--- config.mk ---
export PLATFORM = sky130hd
export DESIGN_NAME = cfd_cfg_receiver
export DESIGN_NICKNAME = d
export VERILOG_FILES = /design/src/rtl/cfd_cfg_receiver.sv
export SDC_FILE = /design/constraint.sdc
export NUM_CORES = 1
export LEC_CHECK = 0
export ABC_AREA = 1
export BUFFER_PORTS_ARGS = -buffer_cell sky130_fd_sc_hd__buf_2
export CORE_MARGIN = 2
export CORE_UTILIZATION = 54
export CTS_CLUSTER_DIAMETER = 30
export DETAILED_ROUTE_END_ITERATION = 8
export PLACE_DENSITY = 0.8
export RECOVER_POWER = 25
export SKIP_CTS_REPAIR_TIMING = 1
export SYNTH_ARGS = -nofsm -noshare
export SYNTH_HDL_FRONTEND = slang
export SYNTH_SLANG_ARGS = --single-unit
--- constraint.sdc ---
create_clock -name CLK -period 2.8 [get_ports CLK]
set_clock_uncertainty 0.15 [all_clocks]
set_input_delay 0.56 -clock CLK [delete_from_list [all_inputs] [get_ports CLK]]
set_output_delay 0.56 -clock CLK [all_outputs]
set_load 0.01 [all_outputs]
--- src/rtl/cfd_cfg_receiver.sv ---
// rtl/cfd_cfg_receiver.sv - byte-wide configuration bus receiver with 16-channel register file
module cfd_cfg_receiver #(
   parameter int ADDRBITS       = 4,
   parameter int DATABITS       = 8,
   parameter int MODEBITS       = 4,
   parameter int CHANNELS       = 16,
   parameter int SYNC_STAGES    = 2,
   parameter int TIMEOUT_CYCLES = 1024,
   parameter logic [DATABITS-1:0] DAC_RESET = 8'h80
) (
   input  logic                         CLK,
   input  logic                         RST,
   input  logic                         STB,
   input  logic [DATABITS-1:0]          DATA,
   output logic [CHANNELS*DATABITS-1:0] CH_DAC,
   output logic [CHANNELS-1:0]          CH_EN,
   output logic                         NEG_POL,
   output logic                         AGND_INT_DISABLE,
   output logic                         GEN,
   output logic                         BUSY,
   output logic                         WR_DONE,
   output logic                         ERR
);

   localparam int TW = $clog2(TIMEOUT_CYCLES);
   localparam logic [TW-1:0] TLIM = TW'(TIMEOUT_CYCLES - 1);
   localparam logic [MODEBITS-1:0] M_DAC   = MODEBITS'(4'h0);
   localparam logic [MODEBITS-1:0] M_EN    = MODEBITS'(4'h1);
   localparam logic [MODEBITS-1:0] M_GLB   = MODEBITS'(4'h2);
   localparam logic [MODEBITS-1:0] M_BDAC  = MODEBITS'(4'h3);
   localparam logic [MODEBITS-1:0] M_BEN   = MODEBITS'(4'h4);
   localparam logic [MODEBITS-1:0] M_CLRE  = MODEBITS'(4'hE);
   localparam logic [MODEBITS-1:0] M_RESET = MODEBITS'(4'hF);

   typedef enum logic {IDLE, HDR} state_t;

   state_t                state;
   logic [SYNC_STAGES-1:0] stb_sync;
   logic                  stb_d;
   logic                  rise;
   logic [MODEBITS-1:0]   mode;
   logic [ADDRBITS-1:0]   addr;
   logic [TW-1:0]         tcnt;
   logic [DATABITS-1:0]   dac [CHANNELS];

   for (genvar g = 0; g < CHANNELS; g++) begin : g_dac
      assign CH_DAC[g*DATABITS +: DATABITS] = dac[g];
   end

   always_ff @(posedge CLK) begin
      if (RST) begin
         stb_sync         <= '0;
         stb_d            <= 1'b0;
         rise             <= 1'b0;
         state            <= IDLE;
         mode             <= '0;
         addr             <= '0;
         tcnt             <= '0;
         for (int i = 0; i < CHANNELS; i++) dac[i] <= DAC_RESET;
         CH_EN            <= '0;
         NEG_POL          <= 1'b0;
         AGND_INT_DISABLE <= 1'b0;
         GEN              <= 1'b0;
         BUSY             <= 1'b0;
         WR_DONE          <= 1'b0;
         ERR              <= 1'b0;
      end else begin
         stb_sync <= {stb_sync[SYNC_STAGES-2:0], STB};
         stb_d    <= stb_sync[SYNC_STAGES-1];
         // registered one-cycle pulse; DATA is sampled while it is high
         rise     <= stb_sync[SYNC_STAGES-1] & ~stb_d;
         WR_DONE  <= 1'b0;
         case (state)
            IDLE: begin
               if (rise) begin
                  mode  <= DATA[DATABITS-1 -: MODEBITS];
                  addr  <= DATA[ADDRBITS-1:0];
                  tcnt  <= '0;
                  BUSY  <= 1'b1;
                  state <= HDR;
               end
            end
            HDR: begin
               if (rise) begin
                  state   <= IDLE;
                  BUSY    <= 1'b0;
                  WR_DONE <= 1'b1;
                  case (mode)
                     M_DAC:  dac[addr] <= DATA;
                     M_EN:   CH_EN[addr] <= DATA[0];
                     M_GLB: begin
                        NEG_POL          <= DATA[0];
                        AGND_INT_DISABLE <= DATA[1];
                        GEN              <= DATA[2];
                     end
                     M_BDAC: for (int i = 0; i < CHANNELS; i++) dac[i] <= DATA;
                     M_BEN:  CH_EN <= {CHANNELS{DATA[0]}};
                     M_CLRE: ERR <= 1'b0;
                     M_RESET: begin
                        for (int i = 0; i < CHANNELS; i++) dac[i] <= DAC_RESET;
                        CH_EN            <= '0;
                        NEG_POL          <= 1'b0;
                        AGND_INT_DISABLE <= 1'b0;
                        GEN              <= 1'b0;
                     end
                     default: ERR <= 1'b1;
                  endcase
               end else if (tcnt == TLIM) begin
                  state <= IDLE;
                  BUSY  <= 1'b0;
                  ERR   <= 1'b1;
               end else begin
                  tcnt <= tcnt + TW'(1);
               end
            end
            default: state <= IDLE;
         endcase
      end
   end

endmodule

== Word-level counts from Yosys, hierarchy flattened ==
Memory sizes are Yosys's and may differ from the RTL's.
Cells that the tools add are included.
Cells by class
  bitwise gates (word level): 35
  eq/ne operators: 12
  muxes and demuxes: 74
  reductions and logical operators: 14
  order comparisons: 2
  $add $sub $neg: 1
Operator list (number)
  $mux W8: 33
  $pmux W16 S3: 1
  $or A1 B1 Y1: 32
  $mux W10: 3
  $mux W1: 27
  $pmux W10 S2: 1
  $bwmux W16: 1
  $pmux W1 S2: 6
  $reduce_and A3 Y1: 4
  $add A10 B1 Y10 const B: 1
  $eq A10 B10 Y1 const B: 1
  $eq A4 B2 Y1 const B: 2
  $eq A4 B4 Y1 const B: 2
  $ne A2 B2 Y1 const B: 4
  $reduce_or A8 Y1: 1
  $reduce_or A6 Y1: 1
  $lt A4 B5 Y1 const B: 1
  $demux W1 S4: 1
  $eq A4 B1 Y1 const B: 1
  $eq A4 B3 Y1 const B: 1
  $ge A4 B1 Y1 const B: 1
  $logic_not A4 Y1: 1
  $mux W4: 1
  $reduce_and A2 Y1: 2
  7 further kinds: 9
Storage, ports and cells
  bits in registers: 45
  output and inout port bits: 150
  word-level logic and storage cells: 153
  memories kept: 1
  bits in writable memories: 128
  input bits: 11
Memory list
  dac: words 16, bits a word 8, read ports 16, clocked after memory_dff 0, write ports 16, line 44  | logic [DATABITS-1:0] dac [CHANNELS];

== Depth between registers and ports, before layout ==
Gate-level depths: netlist (run 1).
  depth in word-level cells: 9
  depth in mapped cells: 10
  depth with buffers taken out: 9

== Worst setup path before layout (run 1) ==
Ideal clock, no wire load.
  path kind: input-to-reg
  start point: in RST
  end point: mem dac[10][0], enable pin
  slack: 0.578 ns
  path buffers: 1
  library setup time: 0.384 ns
  stages: 6
  data required time: 2.266 ns
  arrival: 1.688 ns
  cell sequence: inv_2 -> nand2_4 -> nor2_4 -> buf_6 -> inv_2 -> o21ai_0
RTL lines
  start, declared: line 12  | input logic RST,
  end, declared: line 44

==> qor.tcl, run 1 <==
set qor(placement.io_buffers) 160
set qor(hold_ws_ns) 0.1742
set qor(route.antenna.remaining_nets) 0
set qor(diodes) 0
set qor(area_growth_pct) 19.15
set qor(timing.final.setup_violations) 0
set qor(detail_route.drc_violations) 0
set qor(synth_simple_gate_area_share_pct) 25.85
set qor(combPwrFrac_pct) 6.2
set qor(synth_cell_type_count) 33
set qor(grt.total_usage_pct) 23.73
set qor(dr_total_vias) 5410
set qor(ctsLongestPathBuffers) 2
set qor(pwr_density_cell_mw_per_mm2) 642.7
set qor(placement.cell_area_mm2) 0.008373
set qor(hold_depth) 3
set qor(cp-start-kind) {flip-flop}
set qor(wl_met2_mm) 8.291
set qor(die_boundary_height_um) 121.2
set qor(clock-root-buffer) {clkbuf_16}
set qor(main_combinational_cell_family_by_area_after_synthesis) {simple AND/OR/NAND/NOR gates}
set qor(synth_nets) 718
set qor(xor_xnor_portion_of_the_synthesized_cell_area_pct) 0.1182
set qor(final_design_area_no_fill_mm2) 0.008830
set qor(critical_path_peak_fanout) 16
set qor(synth.ff_latch_count) 173
set qor(detailed_place_hpwl_mm) 11.27
set qor(insertion_delay_ns) 0.44
set qor(placer_congestion) 0.8747
set qor(worstRegToRegCells) 6
set qor(worst_hold_path_type) {in -> reg}
set qor(global_route_wire_length_before_repair_mm) 26.30
set qor(fill_cells) 1051
set qor(layout.cells.most_common) {edfxtp_1}
set qor(globalRoute.totalOverflow) 0
set qor(detail_route.first_pass.iterations) 5
set qor(rsz0062_at_grt) {no}
set qor(cts_made_buffers) 17
set qor(max_cap_viols) 0
set qor(reg2reg_slack_ns) 0.41
set qor(layout-drive-gt1-share_pct) 27.32
set qor(crit_required_ns) 2.74
set qor(placement_rows) 42
set qor(chipWidth_um) 121.2
set qor(pin_count_of_the_biggest_net_entering_global_routing) 43
set qor(tritoncts_num_sinks) 173
set qor(die_area_mm2) 0.01468
set qor(io_pins) 161
set qor(timing.final.max_slew_violations) 0
set qor(timing.setup.tns_ns) 0
set qor(cp.arrival_ns) 2.33
set qor(synth_area_mm2) 0.007411
set qor(grt_antenna_before_repair) 0
set qor(run_status) {complete, no violations}
set qor(leakagePower_nw) 3.528
set qor(yosys_warnings) 0
set qor(switching_power_mw) 1.312
set qor(wl_per_cell_um) 15.85
set qor(timing.max_slew.rel_slack_pct) 28.37
set qor(utilization_pct) 66.15
set qor(initial_utilization_pct) 55.52
set qor(critical_path_class) {reg -> reg}
set qor(dr.max_layer_used) {met4}
set qor(cts_tree) {yes}
set qor(syn-mean-instance-area_um2) 10.50
set qor(totalWireLength_mm) 16.77
set qor(power_report.internal_total_mw) 4.362
set qor(route.met3.wl_mm) 1.109
set qor(clock_power_share_pct) 42.9
set qor(post_drt_via_cell_ratio) 5.113
set qor(synth_cells) 706
set qor(routedLengthMet1_mm) 7.006
set qor(worstMarginPinSlew_ns) 1.074
set qor(clk_pin_slew_ns) 0.07
set qor(worst_setup_path_end_kind) {flip-flop}
set qor(final.min_clock_period_ns) 2.395
set qor(fin_nets) 881
set qor(power.switching_fraction_pct) 23.13
set qor(proportion_of_synthesized_chip_area_in_sequential_cells_pct) 64.02
set qor(layout.cells.most_common_list) {edfxtp_1 (128), nand2_1 (110), nor2_1 (109), clkbuf_1 (91), buf_2 (72)}
set qor(timing_hold_violations_final) 0
set qor(synth_compound_gate_area_share_pct) 4.221
set qor(ctsHtreeMaxLevel) 4
set qor(coreArea_mm2) 0.01335
set qor(synth_mux_area_share_pct) 0
set qor(seqPwrFrac_pct) 50.9
set qor(drtIter0Drc) 449
set qor(peakVddDrop_uv) 467.6
set qor(grt_pass1_vias) 5103
set qor(max_freq_mhz) 417.6
set qor(synth-adder-area-share_pct) 0.1688
set qor(final.period_utilization_pct) 85.52
worst max-delay path: stages (launching register included):
cell,delay [ns]
dfxtp_1,0.37
nand2_4,0.11
nor2_1,0.10
nand2_1,0.21
nand2_2,0.09
a21oi_2,0.58
nand2_1,0.43
routing by layer:
layer  vias to the layer above  GRT usage, %
met1                      2525         30.57
met2                       202         39.40
met4                         0         9.195
met3                        32         5.169
met5                         -             0
li1                       2651             -
state kept, by name, summed over array words and instances, names as in the netlist, named ones only:
signal and count:
AGND_INT_DISABLE 1, BUSY 1, ERR 1, GEN 1
NEG_POL 1, WR_DONE 1, addr 4, dac 128
mode 4, rise 1, state 1, stb_d 1
stb_sync 2, tcnt 10
synthesized netlist by cell type (all sizes together):
library cell	instances	share of area, %
o21ai	36	2.4
clkbuf	12	0.62
dfxtp	45	12
nor3	5	0.34
ha	1	0.17
nand4	2	0.17
xor2	1	0.12
nand2	125	7.2
inv	56	3.1
edfxtp	128	52
nand3	64	6.0
clkinv	8	0.41
o21bai	1	0.10
nand3b	1	0.10
nor2	182	12
buf	17	1.5
a21oi	22	1.7
area by class of cell:
type                       instances  area [µm²]  area share [%]
sequential                       173        4745           53.73
tap                              176       220.2           2.494
timing repair buffer             173       780.7           8.842
multi-input combinational        440        2213           25.07
inverter                          64       260.3           2.947
clock inverter                    14       181.4           2.055
clock buffer                      18       429.2           4.860
power by group through the flow:
| stage | Sequential, mW | Combinational, mW | Clock (mW) |
|---|---|---|---|
| after global placement | 2.94 | 0.358 | 0 |
| final | 2.89 | 0.352 | 2.43 |
| after CTS | 2.89 | 0.368 | 2.44 |
| after detailed placement | 2.94 | 0.364 | 0 |
| after floorplan | 2.98 | 0.165 | 0 |
| after global routing | 2.90 | 0.383 | 2.55 |
worst paths after layout:
path,from,endpoint
setup / recovery,rise,dac[4][4]
hold / removal,STB,stb_sync[0]
setup reg to reg,rise,dac[4][4]
hold reg to reg,stb_d,rise
per-stage QoR:
| stage | power, mW | setup slack (ns) | cells |
|---|---|---|---|
| finish | 5.675 | 0.4054 | 1058 |
| detailed placement | 3.308 | 0.3270 | 1026 |
| global placement | 3.302 | 0.3636 | 1026 |
| CTS | 5.693 | 0.5340 | 1058 |
| floorplan | 3.147 | 0.5776 | 706 |
| global route | 5.828 | 0.2030 | 1058 |
cell families (layout without fill, tap and decap cells):
group           Yosys count  count (layout)
flops                   173             173
xor+xnor                  1               1
simple gates            379             379
fa+ha+maj                 1               1
buf+inv                  93             269
compound gates           59              59
No activity file was read; power rests on OpenSTA's default activity.
==> run 2, diff against run 1 <==
--- a/config.mk
+++ b/config.mk
@@ -7,7 +7,7 @@
 export LEC_CHECK = 0
 export ABC_AREA = 1
 export BUFFER_PORTS_ARGS = -buffer_cell sky130_fd_sc_hd__buf_2
-export CORE_MARGIN = 2
+export CORE_MARGIN = 5
 export CORE_UTILIZATION = 54
 export CTS_CLUSTER_DIAMETER = 30
 export DETAILED_ROUTE_END_ITERATION = 8
==> run 2 against run 1 <==
Sequential share of layout area increased by 0.092 points. Non-clock buffer count down 3. Worst hold slack gained 0.022 ns. Register-to-register slack lost 0.10 ns. Worst setup slack got worse by 0.10 ns. Via count grew 1.5%. Cell area down 0.17%. Sequential power is essentially flat. First-iteration DRC count increased by 20%. Highest routed layer unchanged. Fmax down 4.1%. Flip-flop and latch count is the same.
==> qor.tcl, run 2 (synthesis results as in run 1) <==
set qor(top_register) {dac}
set qor(drtIter0Drc) 538 ;# +20%
set qor(insertion_delay_ns) 0.42 ;# -0.02 ns
set qor(detail_route.drc_violations) 0 ;# unchanged
set qor(critPathTopFamily) {simple AND/OR/NAND/NOR gates}
set qor(layout.cells.most_common_list) {edfxtp_1 (128), nor2_1 (110), nand2_1 (107), clkbuf_1 (94), nor2_2 (70)}
set qor(chipWidth_um) 127.2 ;# +5.0%
set qor(grt.total_usage_pct) 22.41 ;# -1.3 points
set qor(worst_setup_path_end_kind) {flip-flop}
set qor(final.min_clock_period_ns) 2.497 ;# +0.1023 ns
set qor(tritoncts_num_sinks) 173 ;# unchanged
set qor(totalWireLength_mm) 17.72 ;# +5.7%
set qor(combPwrFrac_pct) 6.2 ;# about the same
set qor(pin_count_of_the_biggest_net_entering_global_routing) 43 ;# unchanged
set qor(critical_path_peak_fanout) 16 ;# unchanged
set qor(ctsLongestPathBuffers) 2 ;# unchanged
set qor(route.antenna.remaining_nets) 0 ;# unchanged
set qor(max_freq_mhz) 400.5 ;# -4.1%
set qor(io_pins) 161 ;# unchanged
set qor(diodes) 0 ;# unchanged
set qor(detail_route.first_pass.iterations) 5 ;# unchanged
set qor(grt_pass1_vias) 5125 ;# +0.43%
set qor(critical_path.cell_chain) {nand2_4, nor2_1, nand2_4, nand2_2, a21oi_2, nand2_1}
set qor(crit_required_ns) 2.71 ;# -0.03 ns
set qor(dr_total_vias) 5489 ;# +1.5%
set qor(critical_path.slowest_cell) {a21oi_2}
set qor(global_route_wire_length_before_repair_mm) 27.75 ;# +5.5%
set qor(timing.max_slew.rel_slack_pct) 30.95 ;# +2.6 points
set qor(initial_utilization_pct) 55.52 ;# unchanged
set qor(crit_path_max_incr_delay_ns) 0.64 ;# +0.06 ns
set qor(die_boundary_height_um) 127.2 ;# +5.0%
set qor(seqPwrFrac_pct) 51.0 ;# about the same
set qor(coreArea_mm2) 0.01335 ;# unchanged
set qor(post_drt_via_cell_ratio) 5.203 ;# +1.7%
set qor(placer_congestion) 0.8456 ;# -3.3%
set qor(cts_made_buffers) 17 ;# unchanged
set qor(globalRoute.totalOverflow) 0 ;# unchanged
set qor(cp-start-kind) {flip-flop}
set qor(largest_register_ffs) 128 ;# unchanged
set qor(largestRegisters) {dac x128, tcnt x10}
set qor(max_cap_viols) 0 ;# unchanged
set qor(clock_power_share_pct) 42.8 ;# about the same
set qor(worst-path-buf-inv) 0 ;# unchanged
set qor(clock-root-buffer) {clkbuf_16}
set qor(pwr_density_cell_mw_per_mm2) 643.8 ;# +0.18%
set qor(clk_pin_slew_ns) 0.06 ;# about the same
set qor(cts_tree) {yes}
set qor(worst_hold_path_type) {in -> reg}
set qor(timing.final.max_slew_violations) 0 ;# unchanged
set qor(path_common_cell) {nand2_4}
set qor(timing_hold_violations_final) 0 ;# unchanged
set qor(power_report.internal_total_mw) 4.427 ;# +1.5%
set qor(layout.cells.most_common) {edfxtp_1}
set qor(timing.setup.tns_ns) 0 ;# unchanged
set qor(run_status) {complete, no violations}
set qor(placement_rows) 42 ;# unchanged
set qor(leakagePower_nw) 3.544 ;# +0.47%
set qor(rsz0062_at_grt) {no}
set qor(grt_antenna_before_repair) 0 ;# unchanged
set qor(timing.final.setup_violations) 0 ;# unchanged
set qor(ctsHtreeMaxLevel) 4 ;# unchanged
set qor(wl_per_cell_um) 16.79 ;# +6.0%
set qor(fin_nets) 878 ;# -0.34%
set qor(die_area_mm2) 0.01617 ;# +10%
set qor(power.switching_fraction_pct) 21.99 ;# -1.1 points
set qor(detailed_place_hpwl_mm) 11.95 ;# +6.0%
set qor(worstMarginPinSlew_ns) 1.032 ;# -0.04254 ns
set qor(peakVddDrop_uv) 285.7 ;# -39%
set qor(area_growth_pct) 18.94
set qor(layout-drive-gt1-share_pct) 26.73 ;# -0.59 points
set qor(final.period_utilization_pct) 89.17 ;# +3.7 points
set qor(critical_path_class) {reg -> reg}
set qor(placement.io_buffers) 160 ;# unchanged
set qor(utilization_pct) 66.04 ;# -0.11 points
set qor(switching_power_mw) 1.248 ;# -4.9%
set qor(cp.arrival_ns) 2.41 ;# +0.08 ns
## run 2: worst paths after layout
path              start          end  slack [ns]  cells after the start
hold reg to reg   stb_d         rise        0.23                      1
hold / removal      STB  stb_sync[0]        0.20                      3
setup reg to reg  state    dac[3][5]        0.30                      6
setup / recovery  state    dac[3][5]        0.30                      6
## run 2: power groups by stage
| stage | combinational (mW) | sequential, mW | clock, mW |
|---|---|---|---|
| floorplan | 0.165 | 2.98 | 0 |
| global placement | 0.357 | 2.95 | 0 |
| detailed placement | 0.364 | 2.95 | 0 |
| CTS | 0.365 | 2.89 | 2.44 |
| global route | 0.382 | 2.90 | 2.56 |
| finish | 0.351 | 2.89 | 2.43 |
## run 2: metrics by stage
step | hold slack (ns) | instances | total power, mW | setup slack, ns | instance area [µm²]
after detailed placement | 0.2307 | 1023 | 3.311 | 0.07191 | 8351
final | 0.1965 | 1055 | 5.675 | 0.3031 | 8815
after global placement | 0.2303 | 1023 | 3.303 | 0.1239 | 8351
after CTS | 0.1820 | 1055 | 5.697 | 0.3674 | 8955
after floorplan | 0.2228 | 706 | 3.147 | 0.5776 | 7411
after global routing | 0.1840 | 1055 | 5.845 | 0.1204 | 8815
## run 2: final cells by class
class / instances / area (µm²)
multi-input combinational: 440 / 2223
clock inverter: 12 / 167.7
fill: 1084 / 4533
inverter: 64 / 260.3
tap: 176 / 220.2
clock buffer: 20 / 436.7
sequential: 173 / 4745
timing repair buffer: 170 / 762.0
## run 2: worst min-delay path, cell delays in order
cell and delay, ns:
buf_2 0.09, inv_1 0.04, nor2_1 0.03
## run 2: metal layers
layer | global-route usage, % | share of wire [%] | up-vias
li1 | - | - | 2635
met1 | 29.06 | 40 | 2594
met2 | 38.11 | 50 | 236
met3 | 5.134 | 8.2 | 24
met4 | 6.246 | 1.6 | 0
met5 | 0 | 0 | -
==> run 3, diff against run 2 <==
--- a/config.mk
+++ b/config.mk
@@ -11,7 +11,7 @@
 export CORE_UTILIZATION = 54
 export CTS_CLUSTER_DIAMETER = 30
 export DETAILED_ROUTE_END_ITERATION = 8
-export PLACE_DENSITY = 0.8
+export PLACE_DENSITY = 0.82
 export RECOVER_POWER = 25
 export SKIP_CTS_REPAIR_TIMING = 1
 export SYNTH_ARGS = -nofsm -noshare
==> run 3 against run 2 <==
Worst hold slack got worse by 0.0048 ns. Combinational power barely moved. Power decreased by 2.8%. Register-to-register slack better by 0.13 ns. Core utilization decreased by 0.13 points. Critical path type is now in -> reg. Largest cell class unchanged.
==> qor.tcl, run 3 (synthesis results as in run 1) <==
set qor(run_status) {complete, no violations}
set qor(clock-root-buffer) {clkbuf_16}
set qor(seqPwrFrac_pct) 52.4 ;# +1.4 points
set qor(timing_hold_violations_final) 0 ;# unchanged
set qor(fill_cells) 1078 ;# -0.55%
set qor(layout-drive-gt1-share_pct) 26.90 ;# +0.17 points
set qor(pin_count_of_the_biggest_net_entering_global_routing) 43 ;# unchanged
set qor(placer_congestion) 0.8775 ;# +3.8%
set qor(critical_path.slowest_cell) {clkbuf_1}
set qor(tritoncts_num_sinks) 173 ;# unchanged
set qor(switching_power_mw) 1.265 ;# +1.3%
set qor(final.min_clock_period_ns) 2.364 ;# -0.1329 ns
set qor(power_report.internal_total_mw) 4.253 ;# -3.9%
set qor(hp-start) {STB}
set qor(cp.arrival_ns) 2.47 ;# +0.06 ns
set qor(critical_path.cell_chain) {clkbuf_1, inv_1, clkbuf_1, nand3_4, nand2_1, inv_2, nor2_1}
set qor(grt_antenna_before_repair) 0 ;# unchanged
set qor(cts_made_buffers) 17 ;# unchanged
set qor(grt.total_usage_pct) 22.03 ;# -0.38 points
set qor(detailed_place_hpwl_mm) 12.12 ;# +1.5%
set qor(totalWireLength_mm) 17.45 ;# -1.5%
set qor(path_common_cell) {clkbuf_1}
set qor(crit_required_ns) 2.91 ;# +0.20 ns
set qor(power.switching_fraction_pct) 22.92 ;# +0.93 points
set qor(placement_rows) 42 ;# unchanged
set qor(critical_path_class) {in -> reg}
set qor(hold_depth) 3 ;# unchanged
set qor(fin_nets) 881 ;# +0.34%
set qor(layout.cells.non_filler) 1057 ;# +0.19%
set qor(placement.cell_area_mm2) 0.008373 ;# +0.27%
set qor(clock_power_share_pct) 41.2 ;# -1.6 points
set qor(placement.io_buffers) 160 ;# unchanged
set qor(ctsHtreeMaxLevel) 4 ;# unchanged
set qor(ctsLongestPathBuffers) 2 ;# unchanged
set qor(worst_min_delay_path_endpoint) {stb_sync[0]}
set qor(dr_total_vias) 5473 ;# -0.29%
set qor(worst_hold_path_type) {in -> reg}
set qor(route.antenna.remaining_nets) 0 ;# unchanged
set qor(timing.critical_path.from) {RST}
set qor(global_route_wire_length_before_repair_mm) 27.34 ;# -1.5%
set qor(crit_path_max_incr_delay_ns) 0.69 ;# +0.05 ns
set qor(area_growth_pct) 18.71
set qor(seq_area_mm2) 0.004745 ;# unchanged
set qor(worstRegToRegCells) 7 ;# +1
set qor(leakagePower_nw) 3.518 ;# -0.73%
set qor(io_pins) 161 ;# unchanged
set qor(insertion_delay_ns) 0.43 ;# about the same
set qor(detail_route.first_pass.iterations) 5 ;# unchanged
set qor(die_area_mm2) 0.01617 ;# unchanged
set qor(detail_route.drc_violations) 0 ;# unchanged
set qor(rsz0062_at_grt) {no}
set qor(peakVddDrop_uv) 374.9 ;# +31%
set qor(worst_r2r_dst) {tcnt[2]}
set qor(timing.final.setup_violations) 0 ;# unchanged
set qor(cp-start-kind) {input port}
set qor(multiInputGateArea_mm2) 0.002221 ;# -0.11%
set qor(pwr_density_cell_mw_per_mm2) 627.2 ;# -2.6%
set qor(timing.final.max_slew_violations) 0 ;# unchanged
set qor(hold_ws_ns) 0.1917 ;# -0.004811 ns
set qor(worst_setup_path_end_kind) {flip-flop}
set qor(die_boundary_height_um) 127.2 ;# unchanged
set qor(diodes) 0 ;# unchanged
set qor(combPwrFrac_pct) 6.4 ;# +0.2 points
set qor(layout.cells.most_common) {edfxtp_1}
set qor(clk_pin_slew_ns) 0.06 ;# about the same
set qor(largest_register_ffs) 128 ;# unchanged
set qor(cts_tree) {yes}
set qor(max_cap_viols) 0 ;# unchanged
set qor(drtIter0Drc) 419 ;# -22%
set qor(final.period_utilization_pct) 84.43 ;# -4.7 points
set qor(timing.setup.tns_ns) 0 ;# unchanged
set qor(grt_pass1_vias) 5159 ;# +0.66%
set qor(coreArea_mm2) 0.01335 ;# unchanged
set qor(reg2reg_slack_ns) 0.44 ;# +0.13 ns
set qor(critical_path_peak_fanout) 20 ;# +4
set qor(layout.cells.most_common_list) {edfxtp_1 (128), nand2_1 (109), nor2_1 (109), clkbuf_1 (91), buf_2 (71)}
set qor(timing.rr.start) {rise}
set qor(initial_utilization_pct) 55.52 ;# unchanged
set qor(wl_per_cell_um) 16.50 ;# -1.7%
set qor(top_register) {dac}
set qor(chipWidth_um) 127.2 ;# unchanged
set qor(post_drt_via_cell_ratio) 5.178 ;# -0.48%
set qor(largestRegisters) {dac x128, tcnt x10}
set qor(timing.max_slew.rel_slack_pct) 33.72 ;# +2.8 points
set qor(globalRoute.totalOverflow) 0 ;# unchanged
set qor(max_freq_mhz) 423.0 ;# +5.6%
set qor(final_design_area_no_fill_mm2) 0.008797 ;# -0.20%
set qor(place_inst) 1026 ;# +0.29%
set qor(worstMarginPinSlew_ns) 0.9905 ;# -0.04141 ns
run 3: cell types whose count changed in the layout (fill, tap and decap cells not counted), sizes merged:
| cell | change |
|---|---|
| buf | +4 |
| bufinv | -2 |
| clkbuf | -3 |
| clkinv | -1 |
| clkinvlp | +1 |
| inv | +3 |
run 3: worst max path at each step:
stage | end | slack [ns] | depth (start not counted)
finish | dac[9][5] | 0.44 | 7
global route | dac[9][2] | 0.17 | 7
CTS | dac[11][7] | 0.43 | 7
detailed placement | dac[4][2] | 0.34 | 5
global placement | dac[5][2] | 0.36 | 5
floorplan | dac[10][0] | 0.58 | 6
run 3: stage by stage:
step	utilization, %	power (mW)	setup WS [ns]
4_1_cts	66.99	5.554	0.4283
3_3_place_gp	62.73	3.306	0.3559
5_1_grt	65.91	5.700	0.1723
3_5_place_dp	62.73	3.312	0.3437
2_1_floorplan	-	3.147	0.5776
6_report	65.91	5.518	0.4360
run 3: critical path: cells and delay by family:
kind	cells	cell delay, ns
buffers and inverters	4	1.24
and+or+nand+nor	3	0.66
run 3: per-layer routing:
metal  share of wire (%)  track usage [%]
met4                 3.1            10.35
met3                 6.4            4.925
met5                   0                0
met1                  41            27.95
met2                  49            36.15
run 3: final cells by class:
| cell class | count | share of cell area, % |
|---|---|---|
| Clock inverter | 13 | 1.579 |
| Sequential cell | 173 | 53.93 |
| Multi-Input combinational cell | 440 | 25.25 |
| Tap cell | 176 | 2.503 |
| Timing Repair Buffer | 173 | 8.903 |
| Clock buffer | 18 | 4.878 |
| Inverter | 64 | 2.958 |
run 3: power by group through the flow:
stage	Clock [mW]	Combinational, mW	Sequential [mW]
after floorplan	0	0.165	2.98
after global placement	0	0.364	2.94
after detailed placement	0	0.368	2.94
after CTS	2.29	0.370	2.89
after global routing	2.42	0.385	2.90
final	2.27	0.353	2.89
